## src/rtl/ddram_cached_port.sv

```systemverilog
// ddram_cached_port
// Single-client bridge from a byte-addressed CPU port (DW bits) onto the
// 64-bit MiSTer DDRAM Avalon port. A small direct-mapped read cache sits in
// front of DDRAM. Writes go straight through and also patch any cached copy,
// so the cache never holds stale data. A read miss can optionally fetch the
// following 64-bit line as a second beat (next-line prefetch).
module ddram_cached_port #(
    parameter int         DW       = 8,        // CPU data width: 8, 16, 32 or 64
    parameter int         LINES    = 4,        // cache lines, power of two, >= 2
    parameter int         PREFETCH = 1,        // 1: read misses fetch two lines
    parameter logic [3:0] BASE     = 4'b0011   // DDRAM_ADDR[28:25] window
) (
    input  logic          DDRAM_CLK,
    input  logic          reset,
    input  logic          DDRAM_BUSY,
    output logic [7:0]    DDRAM_BURSTCNT,
    output logic [28:0]   DDRAM_ADDR,
    input  logic [63:0]   DDRAM_DOUT,
    input  logic          DDRAM_DOUT_READY,
    output logic          DDRAM_RD,
    output logic [63:0]   DDRAM_DIN,
    output logic [7:0]    DDRAM_BE,
    output logic          DDRAM_WE,
    input  logic [27:0]   wraddr,
    input  logic [DW-1:0] din,
    input  logic          we_req,
    output logic          we_ack,
    input  logic [27:0]   rdaddr,
    output logic [DW-1:0] dout,
    input  logic          rd_req,
    output logic          rd_rdy,
    input  logic          flush,
    output logic [1:0]    dbg_state
);

    localparam int         IW       = $clog2(LINES);   // index bits
    localparam int         TW       = 25 - IW;         // tag bits
    localparam int         NB       = DW / 8;          // bytes per CPU word
    localparam logic [2:0] OFF_MASK = 3'(~(NB - 1));   // clears sub-word offset bits
    localparam logic [7:0] BE_BASE  = 8'((1 << NB) - 1);

    typedef enum logic [1:0] {
        IDLE = 2'd0,
        WR   = 2'd1,
        RD1  = 2'd2,
        RD2  = 2'd3
    } state_t;

    state_t state, next_state;

    // Cache storage
    logic [63:0]      line_data  [LINES];
    logic [TW-1:0]    line_tag   [LINES];
    logic [LINES-1:0] line_valid;

    // Control registers
    logic        flush_pend;
    logic        old_rd;
    logic [24:0] req_line;     // 64-bit line address of the outstanding miss
    logic [2:0]  req_off;      // byte offset of the outstanding miss

    // FSM action strobes
    logic do_flush, do_write, do_hit, do_miss, do_fill1, do_fill2, wr_done, cmd_taken;

    // Read-side address decode
    logic [2:0]    rd_off;
    logic [IW-1:0] rd_idx, rd_idx_nx;
    logic [TW-1:0] rd_tag;
    logic          rd_hit;

    assign rd_off    = rdaddr[2:0] & OFF_MASK;
    assign rd_idx    = rdaddr[3 +: IW];
    assign rd_idx_nx = rd_idx + IW'(1);
    assign rd_tag    = rdaddr[27:3+IW];
    assign rd_hit    = line_valid[rd_idx] && (line_tag[rd_idx] == rd_tag);

    // Write-side address decode and byte lanes
    logic [2:0]    wr_off;
    logic [IW-1:0] wr_idx;
    logic [TW-1:0] wr_tag;
    logic          wr_hit;
    logic          wr_pend;
    logic [7:0]    wr_be;
    logic [63:0]   wr_mask;
    logic [63:0]   din_rep;
    logic [63:0]   wr_merge;

    assign wr_off   = wraddr[2:0] & OFF_MASK;
    assign wr_idx   = wraddr[3 +: IW];
    assign wr_tag   = wraddr[27:3+IW];
    assign wr_hit   = line_valid[wr_idx] && (line_tag[wr_idx] == wr_tag);
    assign wr_pend  = (we_req != we_ack);
    assign wr_be    = BE_BASE << wr_off;
    assign din_rep  = {(64/DW){din}};
    assign wr_merge = (line_data[wr_idx] & ~wr_mask) | (din_rep & wr_mask);

    // Fill targets: the requested line and, for prefetch, the next line
    // address (wrapping at 2^25), which always lands on index+1 mod LINES.
    logic [IW-1:0] fill_idx, pf_idx;
    logic [TW-1:0] fill_tag, pf_tag;
    logic [24:0]   pf_line;
    logic          fill_valid;

    assign fill_idx   = req_line[IW-1:0];
    assign fill_tag   = req_line[24:IW];
    assign pf_line    = req_line + 25'd1;
    assign pf_idx     = pf_line[IW-1:0];
    assign pf_tag     = pf_line[24:IW];
    assign fill_valid = !(flush_pend || flush);

    assign dbg_state = state;

    // Expand byte enables into a bit mask for merging write data into a line
    // NOTE: every signal written in an always_comb gets a default first, so no path can infer a latch.
    always_comb begin
        wr_mask = '0;
        for (int b = 0; b < 8; b++) begin
            wr_mask[8*b +: 8] = {8{wr_be[b]}};
        end
    end

    // FSM state register
    // NOTE: sequential state is updated only with non-blocking assignments so every flop samples pre-edge values.
    always_ff @(posedge DDRAM_CLK) begin
        if (reset) state <= IDLE;
        else       state <= next_state;
    end

    // Next-state logic and single-cycle action strobes
    always_comb begin
        next_state = state;
        do_flush   = 1'b0;
        do_write   = 1'b0;
        do_hit     = 1'b0;
        do_miss    = 1'b0;
        do_fill1   = 1'b0;
        do_fill2   = 1'b0;
        wr_done    = 1'b0;
        cmd_taken  = 1'b0;
        unique case (state)
            IDLE: begin
                if (!DDRAM_BUSY) begin
                    if (flush_pend) begin
                        do_flush = 1'b1;
                    end else if (wr_pend) begin
                        do_write   = 1'b1;
                        next_state = WR;
                    end else if (!rd_rdy) begin
                        if (rd_hit) begin
                            do_hit = 1'b1;
                        end else begin
                            do_miss    = 1'b1;
                            next_state = RD1;
                        end
                    end
                end
            end
            WR: begin
                if (!DDRAM_BUSY) begin
                    wr_done    = 1'b1;
                    next_state = IDLE;
                end
            end
            RD1: begin
                if (DDRAM_RD && !DDRAM_BUSY) cmd_taken = 1'b1;
                if (DDRAM_DOUT_READY) begin
                    do_fill1   = 1'b1;
                    next_state = (PREFETCH != 0) ? RD2 : IDLE;
                end
            end
            RD2: begin
                if (DDRAM_DOUT_READY) begin
                    do_fill2   = 1'b1;
                    next_state = IDLE;
                end
            end
        endcase
    end

    // CPU handshakes, read data register and DDRAM command registers
    always_ff @(posedge DDRAM_CLK) begin
        old_rd <= rd_req;
        if (reset) begin
            rd_rdy         <= 1'b1;
            dout           <= '0;
            we_ack         <= we_req;   // a write pending across reset is dropped
            flush_pend     <= 1'b0;
            DDRAM_RD       <= 1'b0;
            DDRAM_WE       <= 1'b0;
            DDRAM_ADDR     <= '0;
            DDRAM_BE       <= '0;
            DDRAM_DIN      <= '0;
            DDRAM_BURSTCNT <= '0;
            req_line       <= '0;
            req_off        <= '0;
        end else begin
            // A rising rd_req only counts while no read is outstanding
            if (rd_req && !old_rd && rd_rdy) rd_rdy <= 1'b0;

            if (flush)         flush_pend <= 1'b1;
            else if (do_flush) flush_pend <= 1'b0;

            if (do_hit) begin
                dout   <= line_data[rd_idx][{rd_off, 3'b000} +: DW];
                rd_rdy <= 1'b1;
            end
            if (do_fill1) begin
                dout   <= DDRAM_DOUT[{req_off, 3'b000} +: DW];
                rd_rdy <= 1'b1;
            end

            if (do_write) begin
                DDRAM_WE       <= 1'b1;
                DDRAM_ADDR     <= {BASE, wraddr[27:3]};
                DDRAM_BE       <= wr_be;
                DDRAM_DIN      <= din_rep;
                DDRAM_BURSTCNT <= 8'd1;
            end
            if (wr_done) begin
                DDRAM_WE <= 1'b0;
                we_ack   <= we_req;
            end

            if (do_miss) begin
                DDRAM_RD       <= 1'b1;
                DDRAM_ADDR     <= {BASE, rdaddr[27:3]};
                DDRAM_BE       <= 8'hFF;
                DDRAM_BURSTCNT <= 8'(1 + PREFETCH);
                req_line       <= rdaddr[27:3];
                req_off        <= rd_off;
            end
            if (cmd_taken || do_fill1) DDRAM_RD <= 1'b0;
        end
    end

    // Valid bits: cleared by reset/flush, dropped for lines about to be refilled
    always_ff @(posedge DDRAM_CLK) begin
        if (reset || do_flush) begin
            line_valid <= '0;
        end else if (do_miss) begin
            line_valid[rd_idx] <= 1'b0;
            if (PREFETCH != 0) line_valid[rd_idx_nx] <= 1'b0;
        end else if (do_fill1) begin
            line_valid[fill_idx] <= fill_valid;
        end else if (do_fill2) begin
            line_valid[pf_idx] <= fill_valid;
        end
    end

    // Line data and tags: patched by write hits, loaded by read beats
    // NOTE: the data/tag arrays are deliberately not reset; line_valid alone decides whether contents are usable.
    always_ff @(posedge DDRAM_CLK) begin
        if (do_write && wr_hit) begin
            line_data[wr_idx] <= wr_merge;
        end
        if (do_fill1) begin
            line_data[fill_idx] <= DDRAM_DOUT;
            line_tag[fill_idx]  <= fill_tag;
        end
        if (do_fill2) begin
            line_data[pf_idx] <= DDRAM_DOUT;
            line_tag[pf_idx]  <= pf_tag;
        end
    end

endmodule

```

## config.mk

```make
export PLATFORM = sky130hd
export DESIGN_NAME = ddram_cached_port
export DESIGN_NICKNAME = d
export VERILOG_FILES = /design/src/rtl/ddram_cached_port.sv
export SDC_FILE = /design/constraint.sdc
export NUM_CORES = 1
export LEC_CHECK = 0
export ABC_AREA = 0
export BUFFER_PORTS_ARGS = -buffer_cell sky130_fd_sc_hd__buf_2
export CORE_MARGIN = 2
export CORE_UTILIZATION = 40
export DETAILED_ROUTE_END_ITERATION = 10
export PLACE_DENSITY = 0.7
export SLEW_MARGIN = 10
export SYNTH_ARGS = -nofsm -noshare
export SYNTH_HDL_FRONTEND = slang
export SYNTH_SLANG_ARGS = --single-unit
export TNS_END_PERCENT = 50
```

## constraint.sdc

```tcl
create_clock -name DDRAM_CLK -period 12.4 [get_ports DDRAM_CLK]
set_input_delay 1.86 -clock DDRAM_CLK [delete_from_list [all_inputs] [get_ports DDRAM_CLK]]
set_output_delay 1.86 -clock DDRAM_CLK [all_outputs]
set_load 0.05 [all_outputs]
```

# Yosys cells after proc, flatten, opt, wreduce, memory -nomap -nowiden
# Memories as Yosys holds them, arrays and structs flattened.
# Index checks and enable logic that the tools add are counted.
dict set report totals {
  ram_bits 348
  regBits 149
  n_memories 2
  out_inout_bits 123
}
dict set report classes {
  shifts 3
  reduce_logical 30
  bitwise 8
  magnitude_cmp 9
  mux 79
  add_sub_neg 2
  n_eq_ne 13
}
# name depth width rd rd_ports_with_merged_regs write_ports line_no
set memory_table {}
lappend memory_table {line_data 4 64 2 0 1 52} ;# logic [63:0] line_data [LINES];
lappend memory_table {line_tag 4 23 2 0 1 53} ;# logic [TW-1:0] line_tag [LINES];
# operator count
set ops {}
lappend ops {{AND 64 bit} 2}
lappend ops {{2-to-1 mux 64 bit} 2}
lappend ops {{OR reduction 64 bit} 2}
lappend ops {{variable part select 64 x 7 -> 8 bit} 2}
lappend ops {{NOT 64 bit} 1}
lappend ops {{OR 64 bit} 1}
lappend ops {{2-to-1 mux 27 bit} 2}
lappend ops {{equality test 23 bit} 2}
lappend ops {{2-to-1 mux 1 bit} 45}
lappend ops {{2-to-1 mux 8 bit} 4}
lappend ops {{2-to-1 mux 2 bit} 13}
lappend ops {{adder 25 x 1 -> 25 bit (second input constant)} 1}
lappend ops {{2-to-1 mux 23 bit} 1}
lappend ops {{OR reduction 23 bit} 1}
lappend ops {{less-than comparator 2 x 3 -> 1 bit (second input constant)} 5}
lappend ops {{2-to-1 mux 4 bit} 3}
lappend ops {{logical AND 1 bit} 10}
lappend ops {{inequality test 2 bit (second input constant)} 5}
lappend ops {{AND 4 bit} 2}
lappend ops {{bitwise mux 4 bit} 2}
lappend ops {{demux 1 bit (select 2 bit)} 4}
lappend ops {{greater-or-equal comparator 2 x 1 -> 1 bit (second input constant)} 4}
lappend ops {{NOT 4 bit} 2}
lappend ops {{case mux 2 bit (4 select lines)} 1}
lappend ops {{other kinds (15)} 27}

# Depth between registers and ports, before layout
# Gate-level depths: netlist of run 1.
dict set report depth {
  ltp_word 11
  mapped_depth 13
  mapped_depth_nobuf 8
}

# Worst setup path after synthesis of run 1
# OpenSTA, ideal clock, no wires.
dict set report synth_timing {
  kind {input port to flip-flop}
  startpoint {in wraddr[3]}
  endpoint {mem line_data[3][0] (enable)}
  t_required_ps 11907
  arrival_time_ps 6631
  setup_time_ps 493
  slack_ps 5276
  path_buffers 2
  cell_stages 9
  path_cell_list {buf_2 -> buf_2 -> mux4_2 -> xnor2_1 -> nand4_1 -> nor4_1 -> a21oi_1 -> a211oi_1 -> nor2b_1}
}
dict set report synth_between {
  elab_chain_cells 8
  elab_cells_between_ends 12
}
# item line_no
set synth_rtl {}
lappend synth_rtl {{start: declaration} 24} ;# input logic [27:0] wraddr,
lappend synth_rtl {{memory (4 x 23 bit) / binary-select mux 1 bit (select 2 bit) (equally long branches)} --}
lappend synth_rtl {{equality test 23 bit / 2-to-1 mux 1 bit (equally long branches)} 91} ;# assign wr_hit = line_valid[wr_idx] && (line_tag[wr_idx] == wr_tag);
lappend synth_rtl {{logical AND 1 bit} 91}
lappend synth_rtl {{logical AND 1 bit} 253} ;# if (do_write && wr_hit) begin
lappend synth_rtl {{2-to-1 mux 1 bit} 253}
lappend synth_rtl {{2-to-1 mux 1 bit (not written as such)} 254} ;# line_data[wr_idx] <= wr_merge;
lappend synth_rtl {{2-to-1 mux 1 bit (no line) (2 in series)} --}
lappend synth_rtl {{end: declaration} 52}
# Several ways; a longest one is shown, not always the timed one. The select of a mux whose other input is x is not followed.

# Final worst setup path of run 1
dict set report layout_timing {
  startpoint {in rdaddr[4]}
  endpoint {reg line_valid[1]}
}
dict set report layout_between {
  elab_chain_cells 10
  elab_cells_between_ends 28
}
# item line_no
set layout_rtl {}
lappend layout_rtl {{start: declaration} 28} ;# input logic [27:0] rdaddr,
lappend layout_rtl {{memory (4 x 23 bit) / binary-select mux 1 bit (select 2 bit) (equally long branches)} --}
lappend layout_rtl {{equality test 23 bit / 2-to-1 mux 1 bit (equally long branches)} 75} ;# assign rd_hit = line_valid[rd_idx] && (line_tag[rd_idx] == rd_tag);
lappend layout_rtl {{logical AND 1 bit} 75}
lappend layout_rtl {{2-to-1 mux 1 bit} 149} ;# if (rd_hit) begin
lappend layout_rtl {{2-to-1 mux 1 bit} 148} ;# end else if (!rd_rdy) begin
lappend layout_rtl {{2-to-1 mux 1 bit} 145} ;# end else if (wr_pend) begin
lappend layout_rtl {{2-to-1 mux 1 bit} 143} ;# if (flush_pend) begin
lappend layout_rtl {{2-to-1 mux 1 bit} 142} ;# if (!DDRAM_BUSY) begin
lappend layout_rtl {{2-to-1 mux 1 bit} 140} ;# unique case (state)
lappend layout_rtl {{nonzero test 3 bit (no line) / 2-to-1 mux 4 bit (equally long branches)} --}
lappend layout_rtl {{end signal: indexed assignment} 244} ;# line_valid[fill_idx] <= fill_valid;
lappend layout_rtl {{end signal: indexed assignment} 246} ;# line_valid[pf_idx] <= fill_valid;
lappend layout_rtl {{end: declaration} 54} ;# logic [LINES-1:0] line_valid;
# Several ways; a longest one is shown, not always the timed one. The select of a mux whose other input is x is not followed.
# A chain may end at the register's enable or synchronous reset.

==> metrics, run 1 <==
status=finished clean; FILL cells=between 4k and 5k; CP Cell Sequence=buf_4, buf_4, mux2i_1, o22ai_1, or4_1, a22oi_1, nand4_1, nand2b_4, buf_4, mux2i_1, o31ai_2; Max-Slew Margin vs Limit=25.4%; Power Internal=0.00253 W; largest net degree at the start of global routing=89; Yosys reg bits=440; DRT Wirelength=61,500 um; root buffer cell=clkbuf_16; PwrDens=135 mW/mm2; Via density=a little under 6; sequential element share of the synthesized area=between 50% and 60%; Mapped Area=0.0224 mm2; post-layout net count=1,814; Post-synth EDFFs=349; clock buffer count from CTS=between 40 and 50; full die area=0.0580 mm2; critical path required time=12.88 ns; CP most frequent cell=buf_4; setup repair bufs after CTS=0; CP bufs+invs=3; die width=241 um; number of max-slew violations in the final report=0; Overall Global Routing Usage=21.1%; Fin. Hold Viols=0; initial core utilization=40.6%; CP Data Arrival Time=6.41 ns; Most used DFF post-synth=edfxtp_1; Hold Crit Class=flip-flop to flip-flop; Area Overhead vs Synth=13.0%; syn avg cell area=14.6 um2; FF-to-FF Start=line_tag[3][3]; unrepaired setup endpoints after global routing=false; # clock sinks=440; combinational power share=roughly 12%; DRC=0; core area=between 0.05 and 0.06 mm2; Total Power=0.00342 W; post-synth cell types=60; FF+latch area=0.0123 mm2; multi-input logic area=0.00914 mm2; vias in the first global route=14.3k; post-cts gate resize count=0; initial antenna violation count=0; Die Y=roughly 240 um; Max H-tree Level=2; CP max stage cell=buf_4; Worst-Margin Slew=1.12 ns; Static Leak=just under 9 nW; Via Count=14.3k; Synth Instances=between 1.5k and 2k; Overflow after GRT=0; crit path from=rdaddr[4]; HPWL after detailed placement=40,300 um; Period Utilization, post-route=47.9%; critical path type=primary input to flip-flop; Worst VDD drop=0.0974 mV; Cell Rows=between 80 and 90; post-layout min period=5.94 ns; initial DRC count=1,364; yosys warns=0; GP Congestion=0.845; Reg power frac=roughly 48%; commonest non-fill, non-tap cells in the layout=edfxtp_1 (349), buf_2 (244), mux4_2 (196), nand2_1 (154), mux2i_1 (125); P_sw=0.000883 W; ratio of cells with drive above 1 in the final layout=roughly 33%; IO buf count=about 250; Hold Path Origin=DDRAM_BURSTCNT[1]; Clock transition at path regs=roughly 0.06 ns; post-route ant nets=0; final setup TNS=0 ns; commonest non-fill, non-tap cell in the layout=edfxtp_1; CTS tree=done; CP Capture Type=flip-flop; CP max stage delay=between 0.9 and 1 ns; worst-path maximum fanout=63; Sw Ratio=25.8%; Max Cap Viol=0; CP Launch Type=primary input; final setup vio count=0; critical path's top delay family=buffers and inverters; asr flop ratio synth=0%; IO Pins=about 260; final setup skew=about 0.035 ns; Longest Clk Path Bufs=3; Clk network pwr share=40.6%; Peak Freq=168 MHz; first-pass GRT wire length=90,600 um; WL per Instance=25.0 um; Hold-fix buffers, CTS=0; clk_lat worst skew=0.60 ns; drt pass-1 iters=5
## Yosys cell counts (2+ instances only)
| master | number | share of area [%] |
|---|---|---|
| xor2_1 | 17 | 0.66 |
| inv_1 | 9 | 0.15 |
| o22ai_1 | 2 | 0.056 |
| buf_1 | 18 | 0.30 |
| nand2_1 | 154 | 2.6 |
| dfxtp_1 | 91 | 8.1 |
| edfxtp_1 | 349 | 47 |
| nor3b_1 | 3 | 0.10 |
| o21ai_0 | 74 | 1.7 |
| nand3_1 | 22 | 0.49 |
| nor2b_1 | 15 | 0.42 |
| nor4_1 | 4 | 0.11 |
| and2_1 | 6 | 0.17 |
| a221oi_1 | 2 | 0.078 |
| o211ai_1 | 2 | 0.067 |
| mux2_2 | 11 | 0.55 |
| buf_2 | 22 | 0.49 |
| a32oi_1 | 2 | 0.078 |
| and3_1 | 8 | 0.22 |
| or3_1 | 2 | 0.056 |
| mux4_2 | 196 | 20 |
| a21oi_1 | 25 | 0.56 |
| a211oi_1 | 18 | 0.60 |
| or2_2 | 2 | 0.056 |
| nand3b_1 | 3 | 0.10 |
| clkbuf_1 | 64 | 1.1 |
| nand4b_1 | 2 | 0.078 |
| mux2i_1 | 125 | 5.6 |
| xnor2_1 | 55 | 2.1 |
| nor2_1 | 74 | 1.2 |
| ha_1 | 4 | 0.22 |
| nand4_1 | 13 | 0.36 |
| nor3_1 | 5 | 0.11 |
| a31oi_1 | 11 | 0.31 |
| a311oi_1 | 23 | 0.90 |
| buf_6 | 10 | 0.50 |
| buf_4 | 70 | 2.3 |
| or4_1 | 3 | 0.10 |
## final cells by class
class	count	share of cell area [%]
inverter	9	0.133
sequential	440	48.6
antenna	2	0.0198
timing repair buffer	265	5.48
clock inverter	32	1.11
clock buffer	55	4.88
tap	748	3.70
multi-input combinational	912	36.1
## state kept, by name (all words and copies together) (netlist names), 2 cells and up
name and cells:
DDRAM_ADDR 26, line_tag 92, dbg_state 2, req_off 3, dout 8, DDRAM_BE 8
DDRAM_BURSTCNT 2, req_line 25, line_data 256, DDRAM_DIN 8, line_valid 4
## power groups by stage
stage          logic, W  clock network [W]  registers (W)
5_1_grt        0.000422            0.00146        0.00163
3_5_place_dp   0.000399                  0        0.00166
4_1_cts        0.000400            0.00141        0.00163
2_1_floorplan  0.000252                  0        0.00170
3_3_place_gp   0.000393                  0        0.00166
6_report       0.000398            0.00139        0.00163
## cells by family after synthesis
| group | after synthesis | share of synthesized area [%] |
|---|---|---|
| multiplexers | 332 | 25.8 |
| AO/OA/AOI/OAI | 173 | 4.91 |
| adder cells (fa/ha/maj) | 4 | 0.223 |
| XOR/XNOR | 72 | 2.81 |
| AND/OR/NAND/NOR | 323 | 6.47 |
| flip-flops | 440 | 54.9 |
| buffers and inverters | 193 | 4.86 |
| other | 1 | 0.0167 |
## layer usage
| metal | part of all wire, % | global-route usage, % |
|---|---|---|
| met1 | 39 | 27.5 |
| met2 | 50 | 36.0 |
| met3 | 8.7 | 5.12 |
| met4 | 2.1 | 4.88 |
| met5 | 0 | 0 |
## worst min-delay path, stage by stage (launching register included)
cell	delay [ns]
dfxtp_1	0.31
nand2_1	0.05
a21oi_1	0.05
## stage by stage
| stage | area, um2 | std cells | hold slack [ns] | util [%] | worst slack (ns) |
|---|---|---|---|---|---|
| 6_report | 25300 | 2463 | 0.456 | 45.9 | 6.46 |
| 5_1_grt | 25300 | 2461 | 0.493 | 45.9 | 6.24 |
| 4_1_cts | 25300 | 2461 | 0.460 | 45.9 | 6.49 |
| 3_5_place_dp | 23800 | 2374 | 0.451 | 43.1 | 5.89 |
| 3_3_place_gp | 23800 | 2374 | 0.442 | 43.1 | 6.00 |
| 2_1_floorplan | 22400 | 1545 | 0.461 | - | 5.28 |
## path summary, 6_finish.rpt
kind / end / slack, ns / cells past startpoint
worst max-delay path: line_valid[1] / 6.46 / 11
worst min-delay path: DDRAM_BURSTCNT[1] / 0.46 / 2
worst max register to register: line_data[2][51] / 8.58 / 8
worst min register to register: DDRAM_BURSTCNT[1] / 0.46 / 2
Note: power is estimated with default switching activity, not from simulation.
==> run 2, diff against run 1 <==
Settings changed: PLACE_DENSITY 0.7 to 0.72.
Clock period 12.4 ns to 4.9 ns, I/O delays scaled along.
==> metrics, run 2 (synthesis results as in run 1) <==
status=finished clean; Cell Rows=86 (unchanged); post-route ant nets=0 (unchanged); Period Utilization, post-route=73.8%; clk_lat worst skew=0.61 ns (about the same); Clk network pwr share=41.7% (+1.1 points); initial antenna violation count=3 (+3); CTS tree=done; max reg flops=256 (unchanged); critical path type=primary input to flip-flop; initial core utilization=40.6% (unchanged); clock buffer count from CTS=46 (-2.1%); # clock sinks=440 (unchanged); CP Cell Sequence=buf_4, buf_4, mux2i_1, o22ai_1, or4_1, a22oi_1, nand4_1, nand2b_4, buf_12, mux2i_1, nor2_1; CP Data Arrival Time=4.04 ns (-2.37 ns); unrepaired setup endpoints after global routing=false; initial DRC count=1,388 (+1.8%); full die area=0.0580 mm2 (unchanged); Reg power frac=46.7% (-1.0 points); Via density=5.86 (+1.3%); ratio of cells with drive above 1 in the final layout=33.3% (unchanged); commonest non-fill, non-tap cells in the layout=edfxtp_1 (349), buf_2 (244), mux4_2 (196), nand2_1 (154), mux2i_1 (125); WL per Instance=25.5 um (+2.1%); commonest non-fill, non-tap cell in the layout=edfxtp_1; CP bufs+invs=3 (unchanged); post-layout min period=3.62 ns; CP max stage delay=0.51 ns (-0.42 ns); reg2reg setup slack=1.53 ns (-7.05 ns); worst-path maximum fanout=33 (-48%); IO Pins=258 (unchanged); GP Congestion=0.813 (-3.8%); CP Capture Type=flip-flop; Max Cap Viol=0 (unchanged); PwrDens=346 mW/mm2 (+160%); root buffer cell=clkbuf_16; HPWL after detailed placement=41,100 um (+1.9%); Sw Ratio=25.5% (-0.38 points); Largest regs=line_data x256, line_tag x92, DDRAM_ADDR x26; Most flops, register=line_data; Via Count=14.5k (+1.4%); number of max-slew violations in the final report=0 (unchanged); critical path required time=5.32 ns (-7.56 ns); Clock transition at path regs=0.06 ns (about the same); critical path's top delay family=buffers and inverters; CP Launch Type=primary input; combinational power share=11.5% (about the same); post-cts gate resize count=0 (unchanged); Max-Slew Margin vs Limit=23.6% (-1.8 points); DRT Wirelength=62,900 um (+2.2%); first-pass GRT wire length=92,400 um (+2.0%); Overall Global Routing Usage=21.5% (+0.37 points); Die Y=241 um (unchanged); Hold Crit Class=primary input to flip-flop; hold slack final=0.275 ns (-0.181 ns); final setup skew=0.0385 ns (+0.00361 ns); core area=0.0552 mm2 (unchanged); Power Internal=0.00659 W (+160%); drt pass-1 iters=5 (unchanged); final setup vio count=0 (unchanged); Hold-fix buffers, CTS=0 (unchanged); Peak Freq=~280 MHz; Worst VDD drop=0.235 mV (+140%); Worst-Margin Slew=1.15 ns (+0.0291 ns); IO buf count=249 (unchanged); DRC=0 (unchanged); final setup TNS=0 ns (unchanged); final std cells w/o fill=2,466 (+0.12%); largest net degree at the start of global routing=92 (+3.4%); Area Overhead vs Synth=13.9%; Longest Clk Path Bufs=3 (unchanged); Overflow after GRT=0 (unchanged); Max H-tree Level=2 (unchanged); die width=241 um (unchanged); post-layout net count=1,818 (+0.22%); Fin. Hold Viols=0 (unchanged); CP max stage cell=buf_4; dpl cells=2,379 (+0.21%); P_sw=0.00225 W (+150%); setup repair bufs after CTS=0 (unchanged); vias in the first global route=14.5k (+1.0%); Static Leak=8.82 nW (+0.72%)
run 2: changes by cell type in the layout (fill, tap and decap cells not counted), sizes merged:
cell,delta
clkinvlp,+4
inv,+1
clkbuf,+1
bufinv,+4
clkinv,-12
buf,+5
run 2: per-stage QoR:
| stage | util (%) | setup slack (ns) | cell area [um2] | power, W |
|---|---|---|---|---|
| floorplan | - | -0.996 | 22400 | 0.00494 |
| finish | 46.3 | 1.28 | 25500 | 0.00884 |
| global placement | 43.4 | 0.643 | 23900 | 0.00521 |
| global route | 46.3 | 1.08 | 25500 | 0.00908 |
| CTS | 46.2 | 1.28 | 25500 | 0.00889 |
| detailed placement | 43.4 | 0.652 | 23900 | 0.00523 |
run 2: power by group through the flow:
| stage | clock network (W) | logic (W) | registers, W |
|---|---|---|---|
| detailed placement | 0 | 0.00102 | 0.00421 |
| finish | 0.00369 | 0.00102 | 0.00413 |
| floorplan | 0 | 0.000639 | 0.00430 |
| global route | 0.00387 | 0.00108 | 0.00413 |
| CTS | 0.00374 | 0.00102 | 0.00413 |
| global placement | 0 | 0.00101 | 0.00420 |
run 2: area by class of cell:
| cell class | instances | area (um2) |
|---|---|---|
| Fill cell | 4806 | 29700 |
| Sequential cell | 440 | 12300 |
| Multi-Input combinational cell | 912 | 9140 |
| Timing Repair Buffer | 270 | 1520 |
| Clock buffer | 56 | 1210 |
| Tap cell | 748 | 936 |
| Clock inverter | 29 | 378 |
| Inverter | 9 | 33.8 |
| Antenna cell | 2 | 5.00 |
run 2: worst paths after layout:
path,from,endpoint,cells past startpoint
hold / removal,rd_req,old_rd,1
setup reg to reg,line_tag[2][1],line_data[2][42],8
hold reg to reg,DDRAM_BURSTCNT[1],DDRAM_BURSTCNT[1],2
setup / recovery,rdaddr[4],req_line[23],11
run 2: per-layer routing:
layer / global-route usage (%) / wire length [um] / up-vias
met1: 29.2 / 24900 / 7430
met5: 0 / 0 / -
met3: 3.95 / 5420 / 105
met4: 6.60 / 1740 / 0
li1: - / - / 6228
met2: 35.3 / 30800 / 698
